$ cat config.mk
export PLATFORM = sky130hd
export DESIGN_NAME = data_mem_ctrl
export DESIGN_NICKNAME = d
export VERILOG_FILES = /design/src/rtl/mips_mem_pkg.sv /design/src/rtl/mem_lane_mux.sv /design/src/rtl/data_mem_ctrl.sv
export SDC_FILE = /design/constraint.sdc
export NUM_CORES = 1
export LEC_CHECK = 0
export BUFFER_PORTS_ARGS = -buffer_cell sky130_fd_sc_hd__buf_4
export CORE_MARGIN = 4
export CORE_UTILIZATION = 55
export CTS_CLUSTER_DIAMETER = 40
export DETAILED_ROUTE_END_ITERATION = 16
export PLACE_DENSITY = 0.82
export SETUP_SLACK_MARGIN = 0.05
export SLEW_MARGIN = 5
export SYNTH_ARGS = -nofsm -noshare
export SYNTH_HDL_FRONTEND = slang
export SYNTH_SLANG_ARGS = --single-unit
export TNS_END_PERCENT = 1
$ cat constraint.sdc
create_clock -name clk -period 5.5 [get_ports clk]
set_input_delay 0.275 -clock clk [delete_from_list [all_inputs] [get_ports clk]]
set_output_delay 0.275 -clock clk [all_outputs]
set_load 0.005 [all_outputs]
$ cat src/rtl/mips_mem_pkg.sv
// mips_mem_pkg: shared size encodings, FSM state type and lane geometry for the MEM-stage controller.
package mips_mem_pkg;
  localparam logic [1:0] SZ_BYTE = 2'b00;
  localparam logic [1:0] SZ_HALF = 2'b01;
  localparam logic [1:0] SZ_WORD = 2'b10;
  localparam int LANES = 4;
  localparam int LANE_AW = 9;
  typedef enum logic [1:0] {IDLE, ISSUE, WAIT, DONE} state_t;
  function automatic logic [31:0] byte_mask(input logic [3:0] m);
    return {{8{m[3]}}, {8{m[2]}}, {8{m[1]}}, {8{m[0]}}};
  endfunction
endpackage

$ cat src/rtl/mem_lane_mux.sv
// mem_lane_mux: big-endian offset/size to lane mask, store byte placement and load extension.
module mem_lane_mux
  import mips_mem_pkg::*;
(
  input  logic [1:0]  size,
  input  logic [1:0]  off,
  input  logic        uns,
  input  logic [31:0] wdata,
  input  logic [31:0] rdata,
  output logic [3:0]  mask,
  output logic [31:0] lane_wdata,
  output logic [31:0] ld_data
);
  logic [1:0] bl;
  logic [1:0] hl;
  logic [7:0] b;
  logic [15:0] h;
  // Offset o lives in lane 3-o, which in two bits is simply ~o.
  assign bl = ~off;
  assign hl = {~off[1], 1'b0};
  always_comb begin
    b = 8'(rdata >> {bl, 3'b000});
    h = 16'(rdata >> {hl[1], 4'b0000});
    mask = size == SZ_BYTE ? 4'b0001 << bl : size == SZ_HALF ? 4'b0011 << hl : 4'b1111;
    lane_wdata = size == SZ_BYTE ? {24'b0, wdata[7:0]} << {bl, 3'b000} :
                 size == SZ_HALF ? {16'b0, wdata[15:0]} << {hl[1], 4'b0000} : wdata;
    ld_data = size == SZ_BYTE ? {{24{~uns & b[7]}}, b} :
              size == SZ_HALF ? {{16{~uns & h[15]}}, h} : rdata;
  end
endmodule

$ cat src/rtl/data_mem_ctrl.sv
// data_mem_ctrl: MEM-stage load/store controller driving four byte lanes.
// DATA_MEM_ALIGN_CHECK_EN turns misaligned half/word accesses into error responses.
module data_mem_ctrl
  import mips_mem_pkg::*;
#(
  parameter int TIMEOUT = 15
) (
  input  logic                clk,
  input  logic                rst,
  input  logic                req_valid,
  output logic                req_ready,
  input  logic                req_we,
  input  logic [1:0]          req_size,
  input  logic                req_unsigned,
  input  logic [10:0]         req_addr,
  input  logic [31:0]         req_wdata,
  output logic                resp_valid,
  output logic [31:0]         resp_rdata,
  output logic                resp_err,
  output logic [LANES-1:0]    lane_rd_en,
  output logic [LANES-1:0]    lane_wr_en,
  output logic [LANE_AW-1:0]  lane_addr,
  output logic [31:0]         lane_wdata,
  input  logic [31:0]         lane_rdata,
  input  logic [LANES-1:0]    lane_valid
);
  localparam int CW = $clog2(TIMEOUT + 1);
  state_t state, state_n;
  logic we_q, uns_q, err_q, bad, done_ok, timeout;
  logic [1:0] size_q, off_m;
  logic [10:0] addr_q;
  logic [31:0] wdata_q, dbuf, rdata_q, cur, ld_data, mux_wdata;
  logic [3:0] mask, seen, acc;
  logic [CW-1:0] cnt;
`ifdef DATA_MEM_ALIGN_CHECK_EN
  assign bad = req_size == 2'b11 || (req_size == SZ_HALF && req_addr[0]) ||
               (req_size == SZ_WORD && req_addr[1:0] != 2'b00);
`else
  assign bad = req_size == 2'b11;
`endif
  assign off_m = req_size == SZ_WORD ? 2'b00 : req_size == SZ_HALF ? {req_addr[1], 1'b0} : req_addr[1:0];
  // Lanes may answer in different cycles, so bytes already seen are held in dbuf.
  assign acc = seen | (lane_valid & mask);
  assign cur = (lane_rdata & byte_mask(lane_valid & mask)) | (dbuf & ~byte_mask(lane_valid & mask));
  assign done_ok = acc == mask;
  assign timeout = cnt == CW'(TIMEOUT - 1);
  mem_lane_mux u_mux (
    .size(size_q), .off(addr_q[1:0]), .uns(uns_q), .wdata(wdata_q), .rdata(cur),
    .mask(mask), .lane_wdata(mux_wdata), .ld_data(ld_data)
  );
  always_comb begin
    state_n = state;
    req_ready = state == IDLE;
    resp_valid = state == DONE;
    resp_err = state == DONE && err_q;
    resp_rdata = state == DONE ? rdata_q : 32'b0;
    lane_rd_en = state == ISSUE && !we_q ? mask : 4'b0;
    lane_wr_en = state == ISSUE && we_q ? mask : 4'b0;
    lane_addr = state == ISSUE ? addr_q[10:2] : '0;
    lane_wdata = state == ISSUE && we_q ? mux_wdata : 32'b0;
    unique case (state)
      IDLE: state_n = req_valid ? (bad ? DONE : ISSUE) : IDLE;
      ISSUE: state_n = WAIT;
      WAIT: state_n = done_ok || timeout ? DONE : WAIT;
      DONE: state_n = IDLE;
    endcase
  end
  always_ff @(posedge clk) begin
    if (rst) begin
      state <= IDLE;
      {we_q, uns_q, err_q, size_q, addr_q, wdata_q} <= '0;
      {dbuf, rdata_q, seen, cnt} <= '0;
    end else begin
      state <= state_n;
      if (state == IDLE && req_valid) begin
        we_q <= req_we;
        size_q <= req_size;
        uns_q <= req_unsigned;
        addr_q <= {req_addr[10:2], off_m};
        wdata_q <= req_wdata;
        err_q <= bad;
        {dbuf, rdata_q, seen, cnt} <= '0;
      end
      if (state == WAIT) begin
        seen <= acc;
        dbuf <= cur;
        cnt <= cnt + 1'b1;
        if (done_ok) rdata_q <= we_q ? 32'b0 : ld_data;
        else if (timeout) err_q <= 1'b1;
      end
    end
  end
endmodule

* Word level (Yosys, flattened, before mapping) *
Index checks and enable logic that the tools add are counted.

storage, ports and cells
  register bits after elaboration = 122
  input bits = 86
  output and inout port bits = 84
  logic and storage cells = 77

cells by class
  add/subtract/negate cells = 1
  equality and inequality tests = 9
  shifts and indexed selects = 6
  multiplexer cells = 30
  bitwise logic cells = 11
  reduce and logical (&&, ||, !) cells = 9

operators with widths
  kind                   count
  $mux W32               12
  $and A32 B32 Y32       2
  $not A32 Y32           1
  $or A32 B32 Y32        1
  $shl A16 B5 Y32        1
  $shl A8 B5 Y32         1
  $shr A32 B5 Y16        1
  $shr A32 B5 Y8         1
  $mux W4                7
  $mux W9                1
  $eq A2 B2 Y1 const B   4
  $pmux W2 S4            1
  $eq A2 B1 Y1 const B   3
  $mux W1                6
  $mux W2                3
  $add A4 B1 Y4 const B  1
  $and A4 B4 Y4          1
  $eq A4 B4 Y1           1
  $eq A4 B4 Y1 const B   1
  $logic_and A1 B1 Y1    4
  $logic_not A2 Y1       2
  $or A4 B4 Y4           1
  $shl A1 B2 Y4 const A  1
  $shl A2 B2 Y4 const A  1
  6 further kinds        8

* Depth between registers and ports, before layout *
  depth after elaboration = 15
  gate-level depth with buffers = 9
  gate-level depth less buffers = 7

* Cells and area by module *
From an unflattened synthesis, not the netlist that was laid out.

unflattened totals
  cells, all modules = 836
  area total of the unflattened synthesis = 6711.4 um^2

modules (own cells, without submodules)
  module         times used  cells each  area each (um^2)
  data_mem_ctrl  1           669         5632.9
  mem_lane_mux   1           167         1078.5

* Worst setup path before layout *
Ideal clock, no wire load.

  path kind = flip-flop to flip-flop
  from = register addr_q[1]
  to = register rdata_q[2]
  library setup time = 0.117 ns
  data arrival time = 1.888 ns
  data required time = 5.383 ns
  setup slack = 3.495 ns
  cell stages (with the launch flop) = 9
  path buffers = 2
  clock period less this slack = 2.005 ns
  cell sequence = dfxtp_1 > buf_6 > buf_6 > o21ba_2 > o21ai_2 > mux2_2 > o211ai_1 > o2111ai_1 > a22o_1

on the way
  cells in the longest elaborated chain, start to end = 14
  elaborated cells between the ends (all ways) = 20
  those cells by class = 1 x eq/ne; 4 x shift; 7 x mux; 8 x bitwise

ends and longest elaborated chain
  what                    RTL line                                  RTL
  from (decl)             data_mem_ctrl.sv:31                       logic [10:0] addr_q;
  from (signal assigned)  data_mem_ctrl.sv:79                       addr_q <= {req_addr[10:2], off_m};
  $not A1 Y1              mem_lane_mux.sv:20                        assign hl = {~off[1], 1'b0};
  $shl A2 B2 Y4           mem_lane_mux.sv:24                        mask = size == SZ_BYTE ? 4'b0001 << bl : size == SZ_HALF ? 4'b0011 << hl : 4'b1111;
  $mux W4 (2 in a row)    mem_lane_mux.sv:24
  $and A4 B4 Y4           data_mem_ctrl.sv:43, data_mem_ctrl.sv:44
  $not A32 Y32            data_mem_ctrl.sv:44                       assign cur = (lane_rdata & byte_mask(lane_valid & mask)) | (dbuf & ~byte_mask(lane_valid & mask));
  $and A32 B32 Y32        data_mem_ctrl.sv:44
  $or A32 B32 Y32         data_mem_ctrl.sv:44
  $shr A32 B5 Y16         mem_lane_mux.sv:23                        h = 16'(rdata >> {hl[1], 4'b0000});
  $mux W32                mem_lane_mux.sv:28                        size == SZ_HALF ? {{16{~uns & h[15]}}, h} : rdata;
  $mux W32                mem_lane_mux.sv:27                        ld_data = size == SZ_BYTE ? {{24{~uns & b[7]}}, b} :
  $mux W32                data_mem_ctrl.sv:88                       if (done_ok) rdata_q <= we_q ? 32'b0 : ld_data;
  $mux W32 *              data_mem_ctrl.sv:88
  $mux W32 *              data_mem_ctrl.sv:84                       if (state == WAIT) begin
  to (signal assigned)    data_mem_ctrl.sv:88
  to (decl)               data_mem_ctrl.sv:32                       logic [31:0] wdata_q, dbuf, rdata_q, cur, ld_data, mux_wdata;

Mark *: on every way between the ends. The rest lies on a longest branch, timed or not.
A chain may end at the register's enable or synchronous reset.

* Worst setup path in the final report *
  from = register size_q[1]
  to = output lane_wdata[9]

on the way
  cells in the longest elaborated chain, start to end = 4
  elaborated cells between the ends (all ways) = 5
  those cells by class = 1 x eq/ne; 3 x mux; 1 x reduce/logical

ends and longest elaborated chain
  what                    RTL line             RTL
  from (decl)             data_mem_ctrl.sv:30  logic [1:0] size_q, off_m;
  from (signal assigned)  data_mem_ctrl.sv:77  size_q <= req_size;
  $eq A2 B1 Y1            mem_lane_mux.sv:26   size == SZ_HALF ? {16'b0, wdata[15:0]} << {hl[1], 4'b0000} : wdata;
  $mux W32                mem_lane_mux.sv:26
  $mux W32 *              mem_lane_mux.sv:25   lane_wdata = size == SZ_BYTE ? {24'b0, wdata[7:0]} << {bl, 3'b000} :
  $mux W32 *              data_mem_ctrl.sv:60  lane_wdata = state == ISSUE && we_q ? mux_wdata : 32'b0;
  to (decl)               data_mem_ctrl.sv:23  output logic [31:0] lane_wdata,

Marked as above.

==> metrics.yaml <==
global_route:
  antenna_found_initial: 0
  grt_first_pass_wirelength_um: 33100
  grt_max_degree: 94
  groute.usage.overall_pct: 29.3
  grt_pass1_vias: 6237
  overflow: 0
synth:
  synthAdderAreaFrac_pct: 1.13
  syn_nets: 922
  synth-edff-count: 0
  seq_area_frac_synth_pct: 36.8
  avgSynthCellArea_um2: 8.00
  synthMuxAreaShare_pct: 8.50
  synth_top_family_by_area: "compound AO/OA/AOI/OAI gates"
  synth_ff_type: "dfxtp_1"
  syn_inst: 830
  synth_compound_area_share_pct: 25.2
  async_reset_ff_share_pct: 0
  syn_area_mm2: 0.00664
  synth_cell_types: 57
  yosys_warnings: 0
  synthSimpleGateAreaFrac_pct: 22.6
  synth-xor-area-share_pct: 0
  synth_seq_cells: 122
placed_design:
  dp_slack_ns: 2.45
  place.gp.congestion: 0.984
  portBuffers: 169
  post-place-cells: 1082
  dp_hpwl_um: 14400
die:
  die_y_um: 118
  die_area_mm2: 0.0139
  die_w_um: 118
  core_area_mm2: 0.0116
  initial_utilization_pct: 57.2
  num_io_pins: 170
  fp-row-count: 39
sta:
  final.setup.worst_slack_ns: 2.08
  skew_ns: 0.00678
  slew_headroom_pct: 18.6
  worst_slew_pin_slew_ns: 1.22
  tns_ns: 0
  rsz0062_at_grt: "no"
  period_minus_slack_ns: 3.42
  finalCritPeriodShare_pct: 62.1
  max_freq_mhz: 293
  setup_viol: 0
  finalHoldWorstSlack_ns: 0.104
  slew_viol_final: 0
  hold_viol: 0
power_and_ir_drop:
  ir_worst_vdd_mv: 0.291
  power.density_mw_per_mm2: 287
  power_leakage_nw: 3.39
  power_frac_clock_pct: 45.9
  switchingPower_uw: 654
  p_int_mw: 1.76
  sw_frac_of_total_pct: 27.1
  combinationalPowerShare_pct: 14.6
  seqPwrFrac_pct: 39.5
detailed_routing:
  drt_iter0_markers: 899
  vias: 6785
  viasPerCell: 6.10
  drt_pass1_iterations: 5
  wl_per_cell_um: 18.9
  routed_wl_um: 21000
  ant_nets: 0
  drc: 0
clock_tree:
  cts_sinks: 122
  cts_setup_buffers: 0
  cts_max_level: 4
  numCtsBuffers: 17
  cts_resized: 0
  clk_pin_slew_ns: 0.05
  cts_hold_buf: 0
  clockBufferDepth: 2
  cts_tree: "built"
  cts-root-buf: "clkbuf_16"
  clk_latency_ns: 0.42
finish:
  drive_above_1_share_pct: 26.1
  fillerInstances: 940
  areaGrowthSynthToFinish_pct: 26.6
  layoutNonFillerInstCount: 1113
  final_cell_mix: "buf_4 (175), nand2_1 (154), dfxtp_1 (121)"
  multiInputGateArea_mm2: 0.00381
  final_common_cell: "buf_4"
  diodes: 0
  nets: 1050
  regArea_mm2: 0.00244
worst_setup_path:
  critical_path_class: "reg -> out"
  rrSetupSlack_ns: 2.26
  critical_path_arrival_ns: 3.14
  required_ns: 5.22
  crit_chain: "nor2_1, and2_1, nor2_1, a22oi_1, nor2_1, buf_4"
  slowest_stage: "dfxtp_2"
  critPathMaxFanout: 58
  r2r_cells: 6
  max_stage_delay_ns: 1.14
  cpMostUsedCell: "nor2_1"
  cp-start-kind: "flop"
  end_kind: "output port"
outcome:
  status: "complete, no violations"
hold_path:
  hold_path_class: "in -> reg"
  hold_depth: 3
run:
  drv_cap: 0
## worst paths after layout
check	startpoint	endpoint
worst min-delay path	req_addr[5]	addr_q[5]
worst min register to register	addr_q[7]	addr_q[7]
worst max-delay path	size_q[1]	lane_wdata[9]
worst max register to register	size_q[0]	rdata_q[24]
## stage by stage
step	area, um^2	utilization, %	power (mW)
finish	8400	72.3	2.41
global route	8400	72.3	2.49
CTS	8400	72.3	2.41
detailed placement	7820	67.3	1.31
global placement	7820	67.3	1.31
floorplan	6640	-	1.19
## flip-flops by register name, summed over array words and instances (netlist names)
signal,flops
dbuf,32
uns_q,1
size_q,2
addr_q,11
cnt,4
we_q,1
state,2
rdata_q,32
wdata_q,32
seen,4
err_q,1
## power by group through the flow
stage,clock [mW],sequential [mW],combinational (mW)
after global placement,0,0.968,0.340
after floorplan,0,0.947,0.242
after detailed placement,0,0.969,0.344
after CTS,1.11,0.951,0.347
final,1.11,0.953,0.353
after global routing,1.15,0.956,0.381
## cell type report
cell class / instances / area share, %
clock buffer: 18 / 5.11
sequential: 122 / 29.1
timing repair buffer: 175 / 15.6
inverter: 18 / 0.804
tap: 143 / 2.13
clock inverter: 13 / 1.83
multi-input combinational: 624 / 45.4
## cell families (layout without fill, tap and decap cells)
group,Yosys count,after routing
flip-flops,122,122
AND/OR/NAND/NOR,332,332
buffers and inverters,84,224
multiplexers,53,53
AO/OA/AOI/OAI,233,233
adder cells (fa/ha/maj),6,6
## metal layers
layer | track usage (%) | routed length (um)
met5 | 0 | 0
met4 | 11.1 | 625
met3 | 7.30 | 1810
met2 | 46.6 | 9710
met1 | 38.6 | 8840
## worst max-delay path, delay by kind of cell (launching register included)
| family | cells | cell delay, ns |
|---|---|---|
| AND/OR/NAND/NOR | 4 | 1.26 |
| flip-flops | 1 | 1.14 |
| buffers and inverters | 1 | 0.12 |
| AO/OA/AOI/OAI | 1 | 0.19 |
## cells in the mapped netlist (17+ instances only)
library cell / n / area share [%]
a32oi_1: 22 / 2.9
a22oi_1: 18 / 2.0
o21ai_0: 29 / 2.2
a32o_1: 17 / 2.6
a21oi_1: 72 / 5.4
nand2_1: 155 / 8.8
and2_1: 56 / 5.3
dfxtp_1: 122 / 37
mux2i_1: 38 / 5.7
nor2_1: 69 / 3.9
clkbuf_1: 43 / 2.4
inv_1: 17 / 0.96
(Power assumes the default switching activity.)
